### src/rtl/bpm_window_ctrl.sv
// Gate-window controller for a BPM meter: clears and enables the pulse counter for one window, then latches count*MULT.
// The result is available one cycle after CAPTURE; bpm_valid is held until acknowledged, and newer captures overwrite it.
module bpm_window_ctrl #(
  parameter int TICK_DIV = 100000000,
  parameter int WINDOW_S = 15,
  parameter int MULT     = 4
) (
  input  logic        clk,
  input  logic        rst,
  input  logic        start,
  input  logic        cont,
  input  logic        abort,
  input  logic [7:0]  cnt_bin,
  output logic        cnt_clr,
  output logic        cnt_en,
  output logic        busy,
  output logic [5:0]  sec_left,
  output logic [15:0] bpm,
  output logic        bpm_ovf,
  output logic        bpm_valid,
  input  logic        bpm_ack
);

  localparam int TW = $clog2(TICK_DIV);
  localparam logic [TW-1:0] TICK_LAST = TW'(TICK_DIV - 1);
  // sec_left steps one cycle before the tick wraps so it reads 0 on the final COUNT cycle
  localparam logic [TW-1:0] TICK_DEC  = TW'(TICK_DIV - 2);

  typedef enum logic [2:0] {
    S_IDLE,
    S_CLEAR,
    S_COUNT,
    S_SETTLE,
    S_CAPTURE
  } state_t;

  state_t        state;
  state_t        state_nxt;
  logic [TW-1:0] tick_cnt;
  logic          settle_cnt;
  logic          ovf_trk;
  logic          cnt_sat;
  logic          capture;

  assign cnt_sat = (cnt_bin == 8'hFF);
  assign capture = (state == S_CAPTURE) && !abort;

  always_ff @(posedge clk or posedge rst) begin
    if (rst) begin
      state <= S_IDLE;
    end else begin
      state <= state_nxt;
    end
  end

  always_comb begin
    state_nxt = state;
    if (abort) begin
      state_nxt = S_IDLE;
    end else begin
      case (state)
        S_IDLE:    if (start) state_nxt = S_CLEAR;
        S_CLEAR:   state_nxt = S_COUNT;
        S_COUNT:   if (tick_cnt == TICK_LAST && sec_left == 6'd0) state_nxt = S_SETTLE;
        S_SETTLE:  if (settle_cnt) state_nxt = S_CAPTURE;
        S_CAPTURE: state_nxt = cont ? S_CLEAR : S_IDLE;
        default:   state_nxt = S_IDLE;
      endcase
    end
  end

  always_comb begin
    cnt_clr = 1'b0;
    cnt_en  = 1'b0;
    busy    = 1'b0;
    case (state)
      S_CLEAR: begin
        cnt_clr = 1'b1;
        busy    = 1'b1;
      end
      S_COUNT: begin
        cnt_en = 1'b1;
        busy   = 1'b1;
      end
      S_SETTLE, S_CAPTURE: busy = 1'b1;
      default: busy = 1'b0;
    endcase
  end

  always_ff @(posedge clk or posedge rst) begin
    if (rst) begin
      tick_cnt   <= '0;
      settle_cnt <= 1'b0;
      sec_left   <= 6'd0;
      ovf_trk    <= 1'b0;
    end else begin
      if (state != S_COUNT || tick_cnt == TICK_LAST) begin
        tick_cnt <= '0;
      end else begin
        tick_cnt <= tick_cnt + 1'b1;
      end

      settle_cnt <= (state == S_SETTLE);

      if (abort && state != S_IDLE) begin
        sec_left <= 6'd0;
      end else if (state_nxt == S_CLEAR) begin
        sec_left <= 6'(WINDOW_S);
      end else if (state == S_COUNT && tick_cnt == TICK_DEC && sec_left != 6'd0) begin
        sec_left <= sec_left - 6'd1;
      end

      if (state_nxt == S_CLEAR) begin
        ovf_trk <= 1'b0;
      end else if (cnt_sat && (state == S_COUNT || state == S_SETTLE || state == S_CAPTURE)) begin
        ovf_trk <= 1'b1;
      end
    end
  end

  always_ff @(posedge clk or posedge rst) begin
    if (rst) begin
      bpm       <= 16'd0;
      bpm_ovf   <= 1'b0;
      bpm_valid <= 1'b0;
    end else begin
      if (capture) begin
        bpm       <= 16'(cnt_bin) * 16'(MULT);
        bpm_ovf   <= ovf_trk | cnt_sat;
        bpm_valid <= 1'b1;
      end else if (bpm_ack && bpm_valid) begin
        bpm_valid <= 1'b0;
      end
    end
  end

endmodule
### config.mk
export PLATFORM = sky130hd
export DESIGN_NAME = bpm_window_ctrl
export DESIGN_NICKNAME = d
export VERILOG_FILES = /design/src/rtl/bpm_window_ctrl.sv
export SDC_FILE = /design/constraint.sdc
export NUM_CORES = 1
export LEC_CHECK = 0
export BUFFER_PORTS_ARGS = -buffer_cell sky130_fd_sc_hd__buf_4
export CAP_MARGIN = 20
export CORE_AREA = 2 2 66 84
export CTS_BUF_LIST = sky130_fd_sc_hd__clkbuf_4 sky130_fd_sc_hd__clkbuf_8 sky130_fd_sc_hd__clkbuf_16
export CTS_CLUSTER_DIAMETER = 80
export CTS_CLUSTER_SIZE = 20
export DETAILED_ROUTE_END_ITERATION = 12
export DIE_AREA = 0 0 68 86
export MAX_ROUTING_LAYER = met4
export PLACE_DENSITY = 0.73
export SETUP_SLACK_MARGIN = 0.1
export SLEW_MARGIN = 20
export SYNTH_ARGS = -nofsm -noshare
export SYNTH_HDL_FRONTEND = slang
export SYNTH_SLANG_ARGS = --single-unit
### constraint.sdc
create_clock -name clk -period 2.25 [get_ports clk]
set_clock_uncertainty 0.1 [all_clocks]
set_input_delay 0.1125 -clock clk [delete_from_list [all_inputs] [get_ports clk]]
set_output_delay 0.1125 -clock clk [all_outputs]
set_load 0.02 [all_outputs]
* Word level (Yosys, flattened, before mapping)
Cells that the tools add are included.
Widths: inputs -> output; s select.
** Storage, ports and cells
- Flip-flop bits (word level) :: 48
- Bits of input ports :: 14
- Logic and storage cells :: 56
** Cells by class
- Add/sub/neg operators :: 2
- Equal/unequal tests :: 9
- Mux-type cells :: 17
- Bitwise logic cells :: 1
- Reductions and logical operators :: 19
** Operators by type and width (count)
- $eq 27x27->1 const B :: 2
- $add 27x1->27 const B :: 1
- $mux 27 :: 1
- $mux 6 :: 3
- $pmux 3 s5 :: 1
- $mux 3 :: 4
- $eq 8x8->1 const B :: 1
- $mux 1 :: 8
- $logic_and 1x1->1 :: 7
- $eq 3x1->1 const B :: 2
- $eq 3x2->1 const B :: 2
- $logic_not 6->1 :: 1
- $reduce_bool 3->1 :: 2
- $reduce_bool 6->1 :: 1
- $sub 6x1->6 const B :: 1
- $reduce_bool 2->1 :: 2
- $reduce_or 4->1 :: 1
- $eq 3x3->1 const B :: 1
- $logic_not 3->1 :: 1
- $logic_or 1x1->1 :: 3
- $ne 3x2->1 const B :: 1
- $logic_not 1->1 :: 1
- $or 1x1->1 :: 1

* Depth between registers and ports, before layout
Gate-level depths: netlist of the first run.
- Depth after elaboration :: 8
- Mapped depth :: 8
- Depth with buffers taken out :: 7

* Worst setup path before layout of the first run
No wires, ideal clock.
- Kind :: register to register
- From :: register sec_left[0]
- To :: register sec_left[1]
- Setup time :: 0.076 ns
- Arrival time :: 2.075 ns
- Required time :: 2.074 ns
- Path slack :: -0.001 ns
- Cell stages (with the launch flop) :: 8
- Path buffers :: 0
- Clock period less this slack :: 2.251 ns
- Path through :: dfrtp_1 > inv_1 > ha_1 > nor3b_1 > a2111o_1 > nor3_2 > mux2_2 > o21ai_1
** Between the ends
- Word-level cells in the longest chain between the ends :: 8
- Elaborated cells on any way between the ends :: 13
** Ends and longest elaborated chain
- start, declared :: RTL line 17 : output logic [5:0] sec_left,
- start signal, assigned :: RTL line 108 : sec_left <= 6'(WINDOW_S);
- start signal, assigned :: RTL line 110 : sec_left <= sec_left - 6'd1;
- $logic_not 6->1 :: RTL line 64 : S_COUNT: if (tick_cnt == TICK_LAST && sec_left == 6'd0) state_nxt = S_SETTLE;
- $logic_and 1x1->1 :: RTL line 64
- $mux 3 :: RTL line 64
- $pmux 3 s5 :: RTL line 61 : case (state)
- $mux 3 :: RTL line 58 : if (abort) begin
- $eq 3x1->1 :: RTL line 107 : end else if (state_nxt == S_CLEAR) begin
- $mux 6 :: RTL line 107
- $mux 6 :: RTL line 105 : if (abort && state != S_IDLE) begin
Several ways; a longest one is shown, not always the timed one. The select of a mux whose other input is x is not followed.
A chain may end at the register's enable or synchronous reset.

* Final worst setup path of the first run
Same ends and word-level chain as after synthesis.

==> results of run 1 <==
[routing by layer]
layer	global-route usage (%)	routed length, um
met1	24.7	2190
met2	32.0	2650
met3	3.81	175
met4	6.73	82
met5	-	0
[timing repair]
| item | 4_1_cts | 5_1_grt |
|---|---|---|
| resized for setup | 1 | 11 |
| setup buffers | 0 | 5 |
| hold endpoints to repair | 44 | 0 |
| hold buffers | 12 | 0 |
| pin swaps | 1 | 6 |
| setup endpoints to repair | 1 | 29 |
[cells by family after synthesis]
kind of cell / share of synthesized area (%)
and+or+nand+nor: 25.2
xor gates and xnor gates: 9.93
buffers and inverters: 4.97
muxes: 4.51
other: 0.152
adders and majority gates: 2.03
AOI/OAI and AO/OA: 4.56
DFF: 48.7
[through the flow]
stage / hold WS (ps) / setup WS [ps]
finish: 25.0 / 111
global route: 45.7 / 8.81
CTS: 15.2 / 108
detailed placement: 178 / 88.3
global placement: 184 / 126
floorplan: 111 / 146
[worst max-delay path, delay by kind of cell (launching register included)]
| kind | cells | cell delay (ps) |
|---|---|---|
| flip-flops | 1 | 400 |
| AND/OR/NAND/NOR | 2 | 390 |
| AO/OA/AOI/OAI | 2 | 650 |
| buffers and inverters | 1 | 60 |
| multiplexers | 1 | 330 |
| adder cells (fa/ha/maj) | 1 | 150 |
[cell usage after synthesis (2+ instances only)]
| cell type | number | area (um2) |
|---|---|---|
| xor2_1 | 18 | 158 |
| a21oi_1 | 7 | 35.0 |
| nand2_1 | 11 | 41.3 |
| buf_2 | 2 | 10.0 |
| and3_1 | 5 | 31.3 |
| nand3_1 | 12 | 60.1 |
| mux2_2 | 9 | 101 |
| nand3b_1 | 2 | 15.0 |
| and2_1 | 3 | 18.8 |
| nor2b_1 | 2 | 12.5 |
| or3_1 | 2 | 12.5 |
| and4_1 | 4 | 35.0 |
| dfrtp_1 | 48 | 1200 |
| nor3_1 | 7 | 35.0 |
| nor4_2 | 2 | 25.0 |
| nand2b_1 | 2 | 12.5 |
| clkbuf_1 | 3 | 11.3 |
| nor4_1 | 2 | 12.5 |
| o21ai_1 | 4 | 20.0 |
| ha_1 | 4 | 50.1 |
| nor2_1 | 39 | 146 |
| buf_4 | 8 | 60.1 |
| inv_1 | 9 | 33.8 |
| nand4_1 | 13 | 81.3 |
| xnor2_1 | 10 | 87.6 |
[final timing paths]
check	slack, ps	to	cells after the start	startpoint
worst min-delay path	30	state[0]	3	cont
worst max register to register	110	sec_left[1]	7	sec_left[0]
max in group asynchronous	960	state[0]	4	rst
worst max-delay path	110	sec_left[1]	7	sec_left[0]
min in group asynchronous	390	tick_cnt[13]	3	rst
worst min register to register	410	ovf_trk	1	ovf_trk
[registers in the layout, summed over array words and instances, names as in the netlist]
name / flops
ovf_trk: 1
sec_left: 6
settle_cnt: 1
tick_cnt: 27
bpm: 8
bpm_ovf: 1
state: 3
bpm_valid: 1
[report_power, final]
group / internal [W] / leakage (nW) / switching (W)
Sequential: 0.000894 / 0.646 / 0.0000277
Clock: 0.000335 / 0.0548 / 0.000298
Combinational: 0.000151 / 0.738 / 0.000175
[area by class of cell]
class	instances	area [um2]	share of cell area, %
inverters	9	33.8	1.07
flip-flops and latches	48	1200	38.1
well taps	62	77.6	2.45
clock buffers	5	68.8	2.18
multi-input cells	182	1230	38.9
clock inverters	3	46.3	1.46
repair buffers	63	503	15.9
==> results by group, run 1 <==
Global routing
  – GR Util All Layers: a little under 20%
  – Initial antenna violation count: 0
  – GRT overflow: 0
  – Largest net degree at the start of global routing: 35
  – First-pass GRT wire length: 8.55 mm
  – Number of global-route vias before repair: between 1500 and 2000

Cells and area
  – Post-route cell area: between 3000 and 4000 um2
  – Layout cells sized above 1: 27.4%
  – Non-filler cells, final: around 370
  – N_diodes: 0
  – Final net count: between 300 and 400
  – Area Growth Syn to Fin: 28.1%
  – Layout Utilization: a little over three fifths
  – Most common cell after layout, fill and taps aside: buf_4
  – Commonest cells after routing, fill and taps aside: buf_4, dfrtp_1, nor2_1, xor2_1, nand4_1
  – Fillcell total: 401

Setup path
  – CP max-delay cell: a2111o_1
  – Peak fanout along the critical path: 4
  – Critical Path AT: 2270 ps
  – Startpoint types: register
  – Crit-path max cell delay: ~530 ps
  – Critical path data required time: roughly 2400 ps
  – Cells along the critical path: inv_2 -> ha_4 -> nor3b_4 -> a2111o_1 -> nor3_4 -> mux2_4 -> o21ai_2
  – Worst setup EP type: register
  – Critical path class: reg2reg

Clock network
  – CTS Root Cell: clkbuf_8
  – Worst-path clk slew: ~90 ps
  – H-tree levels: 2
  – Deepest clock path buffer count: 2
  – CTS tree: built
  – Clock Sinks: between 40 and 50
  – Clk_lat worst skew: approximately 300 ps
  – Cts bufs inserted: 5

Hold path
  – Worst Hold Class: in2reg

Route
  – Drt wl/cell: 13.7 um
  – DRT Wirelength: ~5.1 mm
  – ANT nets after route: 0
  – DRC: 0
  – 1st-pass router iterations: 4
  – Initial detailed-routing violation count: 120
  – Vias per cell: roughly 5.3
  – Via count: between 1500 and 2000

Logic synthesis
  – Mapped Cells: between 200 and 250
  – Mean Syn Cell Area: 10.0 um2
  – Ys async rst share: 100%
  – Synthesis warning total: 0
  – Number of synthesized register bits: 48
  – Synth unique cells: 43
  – EDFF count, synth: 0
  – Synth Cell Area: ~2500 um2
  – Sequential-to-total area share from yosys stat: 48.7%
  – Dominant synthesized flop cell: dfrtp_1

Placed design
  – DP Area: between 2000 and 3000 um2
  – Post-Place Cells: around 350
  – Port bufs: 32
  – Hpwl dp: 3.45 mm
  – Routability cong.: approximately 0.8

STA
  – Slew headroom: between 50 and 60%
  – Least-Margin Pin Slew: 730 ps
  – RSZ-0062 raised after global routing: true
  – Max-slew violations: 0
  – Final Cycle Share: about 95%
  – Finish-stage setup viols: 0
  – Total negative slack: 0 ps
  – Fmax: between 400 and 500 MHz
  – Final hold vios: 0
  – Tmin final: ~2100 ps

Job
  – Max-cap violations: 0

Floorplan
  – Die area: approximately 6000 um2
  – DIE HEIGHT: 86 um
  – Die Width: around 70 um
  – Core box area: ~5000 um2
  – Placement Rows: 29
  – Initial Util: between 40% and 50%
  – IO Count: 41

Run status
  – Status: finished, final reports clean

Pwr
  – Worst VDD drop: approximately 0.54 mV
  – P_leak: 1.44 nW
  – Tot Pwr: between 0.0015 and 0.002 W
  – Power per standard cell area: between 500 and 600 nW/um2
Note: power is estimated with default switching activity, not from simulation.
==> run 2, diff against run 1 <==
CELL_PAD_IN_SITES_DETAIL_PLACEMENT = 0   (was default)
CELL_PAD_IN_SITES_GLOBAL_PLACEMENT = 1   (was default)
CORE_AREA = 2 2 75 94   (was 2 2 66 84)
DIE_AREA = 0 0 77 96   (was 0 0 68 86)
PLACE_DENSITY = default   (was 0.73)
PLACE_DENSITY_LB_ADDON = 0.1   (was default)
==> results by group, run 2 (synthesis results as in run 1) <==
Floorplan
  – DIE HEIGHT: between 90 and 100 um
  – Initial Util: between 30% and 40%
  – Placement Rows: 33
  – Core box area: approximately 6500 um2
  – Die Width: 77 um
  – IO Count: 41
  – Die area: between 7000 and 8000 um2

Setup path
  – Peak fanout along the critical path: 5
  – Startpoint types: register
  – Critical path class: reg2reg
  – Register-to-register setup slack: about 110 ps
  – Worst setup EP type: register
  – Critical Path AT: around 2300 ps
  – Critical path data required time: roughly 2400 ps

STA
  – RSZ-0062 raised after global routing: true
  – Final Cycle Share: between 90% and 100%
  – Fmax: 468 MHz
  – Slew headroom: around two thirds
  – Max-slew violations: 0
  – Total negative slack: 0 ps
  – Tmin final: approximately 2100 ps
  – Finish-stage setup viols: 0
  – Final hold vios: 0
  – Least-Margin Pin Slew: 496 ps

Job
  – Max-cap violations: 0

Route
  – Drt wl/cell: 13.0 um
  – ANT nets after route: 0
  – DRC: 0
  – 1st-pass router iterations: 4
  – DRT Wirelength: a little over 5 mm
  – Vias per cell: 4.78
  – Via count: approximately 1900
  – Initial detailed-routing violation count: around 90

Cells and area
  – Most common cell after layout, fill and taps aside: buf_4
  – Area Growth Syn to Fin: 31.1%
  – Largest register FFs: 27
  – Layout Utilization: roughly half
  – Top flop regs: tick_cnt (27), bpm (8), sec_left (6)
  – N_diodes: 0
  – Area of the multi-input gates: about 1200 um2
  – Largest register by flop count: tick_cnt
  – Final net count: roughly 330
  – Commonest cells after routing, fill and taps aside: buf_4, dfrtp_1, nor2_1, xor2_1, nand4_1
  – Layout cells sized above 1: 26.0%
  – Fillcell total: 663
  – Seq. cell area: roughly 1200 um2

Pwr
  – Reg power frac: 44.3%
  – P_leak: around 1.5 nW
  – Proportion of power drawn by the clock network: roughly two fifths
  – Comb pwr share: between 10% and 20%
  – Internal: approximately 0.0016 W
  – Power per standard cell area: between 600 and 700 nW/um2
  – Sw frac: 23.5%
  – NetSw: between 0.0004 and 0.0005 W
  – Worst VDD drop: 0.284 mV

Global routing
  – GRT overflow: 0
  – First-pass GRT wire length: approximately 8.7 mm
  – Number of global-route vias before repair: about 1900
  – GR Util All Layers: between 15 and 20%
  – Largest net degree at the start of global routing: 25
  – Initial antenna violation count: 0

Run status
  – Status: finished, final reports clean

Clock network
  – H-tree levels: 2
  – CTS tree: built
  – CTS Root Cell: clkbuf_8
  – Clock Sinks: 48
  – Cts bufs inserted: 5
  – Worst-path clk slew: ~90 ps
  – Deepest clock path buffer count: 2
  – Clk_lat worst skew: approximately 300 ps

Placed design
  – Routability cong.: about 0.77
  – Hpwl dp: between 3 and 4 mm
  – Port bufs: 32

Hold path
  – Worst Hold Class: in2reg
-- run 2: cell types whose count changed in the layout (fill, tap and decap cells not counted), sizes merged --
cell | previous run | this run
bufinv | 1 | 3
inv | 10 | 9
clkinvlp | 1 | 0
buf | 51 | 53
-- run 2: path summary, 6_finish.rpt --
path,depth (start not counted),from,to
setup / recovery,5,state[2],sec_left[1]
min in group asynchronous,3,rst,bpm[8]
hold reg to reg,1,bpm[2],bpm[2]
max in group asynchronous,4,rst,tick_cnt[24]
setup reg to reg,5,state[2],sec_left[1]
hold / removal,3,cont,state[0]
-- run 2: worst max-delay path, cell delays in order (launching register included) --
cell,delay [ps]
dfrtp_1,380
or3b_4,430
a2111o_1,490
nor3_2,220
mux2_4,320
o21ai_1,120
-- run 2: stage by stage --
| step | instance area (um2) | instances | hold slack, ps | setup slack, ps | power [W] |
|---|---|---|---|---|---|
| CTS | 3200 | 398 | 34.9 | 103 | 0.00210 |
| floorplan | 2500 | 253 | 111 | 146 | 0.00111 |
| detailed placement | 2900 | 375 | 59.9 | 90.9 | 0.00122 |
| global route | 3240 | 399 | 71.9 | 28.3 | 0.00217 |
| global placement | 2900 | 375 | 58.1 | 113 | 0.00122 |
| finish | 3240 | 399 | 47.2 | 114 | 0.00207 |
-- run 2: per-layer routing --
layer | track usage, % | wire, um | vias up
met2 | 26.2 | 2690 | 28
li1 | - | - | 963
met5 | - | 0 | -
met1 | 18.5 | 2280 | 916
met4 | 4.91 | 38 | 0
met3 | 3.10 | 175 | 2
-- run 2: cell type report --
class	count	share of cell area, %
multi-input combinational	182	37.0
clock buffer	5	2.13
sequential	48	37.2
tap	87	3.36
inverter	9	1.04
timing repair buffer	65	16.5
clock inverter	3	2.78
-- run 2: timing repair --
item / in CTS / in global routing
endpoints found under the setup margin: 1 / 5
setup buffers: 3 / 1
hold buffers: 12 / 0
resized for setup: 0 / 5
pin swaps: 2 / 5
endpoints found under the hold margin: 30 / 0
-- run 2: power by group through the flow --
stage               Combinational [W]  Clock, W  Sequential [W]
detailed placement           0.000280         0        0.000938
finish                       0.000306  0.000849        0.000918
global route                 0.000336  0.000907        0.000924
floorplan                    0.000140         0        0.000968
global placement             0.000278         0        0.000938
CTS                          0.000306  0.000875        0.000919
==> run 3, diff against run 2 <==
ABC_AREA = 1   (was default)
CORE_AREA = 10 10 88 109   (was 2 2 75 94)
DIE_AREA = 0 0 98 119   (was 0 0 77 96)
==> results by group, run 3 <==
Cells and area
  – Final net count: slightly above 400
  – Largest register FFs: 27
  – N_diodes: 0
  – Commonest cells after routing, fill and taps aside: nand2_1, nor2_1, dfrtp_1, inv_1, buf_4
  – Layout cells sized above 1: 18.1%
  – Largest register by flop count: tick_cnt
  – Top flop regs: tick_cnt (27), bpm (8), sec_left (6)
  – Fillcell total: 793
  – Most common cell after layout, fill and taps aside: nand2_1
  – Seq. cell area: approximately 1200 um2
  – Area of the multi-input gates: 1330 um2
  – Area Growth Syn to Fin: 20.3%

Logic synthesis
  – Mapped Cells: about 350
  – Ys async rst share: between 90% and 100%
  – EDFF count, synth: 0
  – Post-synth top cells: nand2_1, nor2_1, dfrtp_1, inv_1, nand3_1
  – Synth top area share: a little over two fifths
  – Synthesis warning total: 0
  – Mean Syn Cell Area: approximately 7.9 um2
  – Number of synthesized register bits: between 40 and 50
  – Synth unique cells: 36
  – Area contributors post-synth: dfrtp_1, nand2_1, nor2_1
  – Sequential-to-total area share from yosys stat: a little over two fifths
  – Top-count cell post-synth: nand2_1
  – Synth Cell Area: about 2800 um2
  – Dominant synthesized flop cell: dfrtp_1
  – Top cell type by total area after synthesis: dfrtp_1

Floorplan
  – IO Count: 41
  – DIE HEIGHT: 119 um
  – Core box area: ~7600 um2
  – Placement Rows: 36
  – Die area: between 10000 and 15000 um2
  – Die Width: 98 um
  – Initial Util: 36.2%

STA
  – Final Cycle Share: a little under nine tenths
  – RSZ-0062 raised after global routing: false
  – Max-slew violations: 0
  – Final hold vios: 0
  – Finish-stage setup viols: 0
  – Total negative slack: 0 ps
  – Hold WS: a little under 40 ps
  – Final WS setup: approximately 330 ps
  – Tmin final: ~1900 ps
  – Fmax: roughly 520 MHz

Clock network
  – Worst-path clk slew: 90 ps
  – Clk_lat worst skew: 300 ps
  – H-tree levels: 2
  – Deepest clock path buffer count: 2
  – Clock Sinks: 48
  – CTS tree: built
  – Cts bufs inserted: 5
  – CTS Root Cell: clkbuf_8

Global routing
  – Number of global-route vias before repair: approximately 2500
  – Initial antenna violation count: 0
  – First-pass GRT wire length: around 12 mm
  – GR Util All Layers: 12.6%
  – GRT overflow: 0
  – Largest net degree at the start of global routing: 20

Hold path
  – Worst Hold Class: in2reg
  – Worst Hold Depth: 3
  – Hold EP: state[0]
  – Hold_sp: cont

Route
  – Initial detailed-routing violation count: 96
  – Drt wl/cell: roughly 14 um
  – Via count: around 2300
  – 1st-pass router iterations: 4
  – DRC: 0
  – ANT nets after route: 0
  – Vias per cell: 4.71
  – DRT Wirelength: 6.96 mm

Pwr
  – Worst VDD drop: between 0.3 and 0.4 mV
  – NetSw: around 0.00057 W
  – Proportion of power drawn by the clock network: approximately 33%
  – P_leak: 1.53 nW
  – Sw frac: 29.1%
  – Comb pwr share: around a fifth
  – Internal: roughly 0.0014 W
  – Power per standard cell area: a little under 600 nW/um2
  – Reg power frac: ~48%

Setup path
  – Peak fanout along the critical path: 16
  – Critical path buffer and inverter count: 2
  – Crit-path max cell delay: around 400 ps
  – Worst setup EP type: register
  – FF-to-FF path depth: 10
  – Cells along the critical path: ha_1 -> inv_1 -> nor2_4 -> nand2_2 -> nor2_4 -> nand2_1 -> nand2_4 -> inv_1 -> o21ai_0 -> a21oi_1
  – CP max-delay cell: dfrtp_1
  – Largest delay share family, worst path: simple AND/OR/NAND/NOR gates
  – Startpoint types: register
  – Critical path class: reg2reg
  – Reg2reg end: tick_cnt[3]
  – Critical path data required time: 2340 ps
  – Critical Path AT: approximately 2000 ps
  – Worst r2r src: tick_cnt[1]
  – Register-to-register setup slack: roughly 330 ps

Placed design
  – Setup WS pre-CTS: approximately 230 ps
  – Port bufs: 32
  – Hpwl dp: 5.50 mm
  – Routability cong.: roughly 0.83

Job
  – Max-cap violations: 0

Run status
  – Status: finished, final reports clean
-- run 3: metal layers --
metal  routed length [um]  vias up  track usage, %
met3                  132       10            2.08
met4                  144        0            4.55
met1                 3090     1082            14.0
met2                 3590       30            22.2
met5                    0        -               -
li1                     -     1201               -
-- run 3: kinds of logic (layout without fill, tap and decap cells) --
kind of cell / after synthesis / after routing / share of synthesized area (%)
flops: 48 / 48 / 43.6
buf+inv: 57 / 101 / 9.27
compound gates: 35 / 35 / 7.23
xor+xnor: 12 / 12 / 3.82
simple gates: 190 / 190 / 34.1
fa+ha+maj: 4 / 4 / 1.82
other cells: 1 / 8 / 0.136
-- run 3: tightest hold or removal path: cells and delay by family --
family / cells / cell delay, ps
AO/OA/AOI/OAI: 2 / 210
buffers and inverters: 1 / 80
-- run 3: layout make-up --
class	instances	area share (%)
Multi-Input combinational cell	249	40.1
Sequential cell	48	36.3
Timing Repair Buffer	47	11.5
Inverter	46	5.21
Tap cell	95	3.59
Clock buffer	5	2.08
Clock inverter	3	1.28
-- run 3: stage by stage --
stage                     util [%]  cell area [um2]  std cells  power [W]
after floorplan                  -             2780        354    0.00120
after global placement        40.5             3090        474    0.00132
after detailed placement      40.5             3090        474    0.00133
after CTS                     43.4             3310        493    0.00199
after global routing          43.5             3310        493    0.00208
final                         43.5             3310        493    0.00195
-- run 3: timing repair --
item	4_1_cts	5_1_grt
resized for setup	0	1
hold buffers	11	0
endpoints found under the hold margin	59	0
buffers inserted	0	0
setup endpoints to repair	0	7
-- run 3: power by group through the flow --
stage,Clock (W),Sequential (W),Combinational [W]
floorplan,0,0.000994,0.000210
global placement,0,0.000960,0.000364
detailed placement,0,0.000959,0.000368
CTS,0.000667,0.000942,0.000384
global route,0.000695,0.000950,0.000430
finish,0.000635,0.000942,0.000377
-- run 3: how the worst max path moves through the flow --
stage                            from           end  depth (start not counted)
after floorplan           sec_left[0]   sec_left[4]                         10
after global placement    tick_cnt[1]  tick_cnt[15]                         10
after detailed placement  tick_cnt[1]   tick_cnt[3]                         10
after CTS                 tick_cnt[1]  tick_cnt[15]                         10
after global routing      tick_cnt[0]  tick_cnt[20]                         10
final                     tick_cnt[1]   tick_cnt[3]                         10
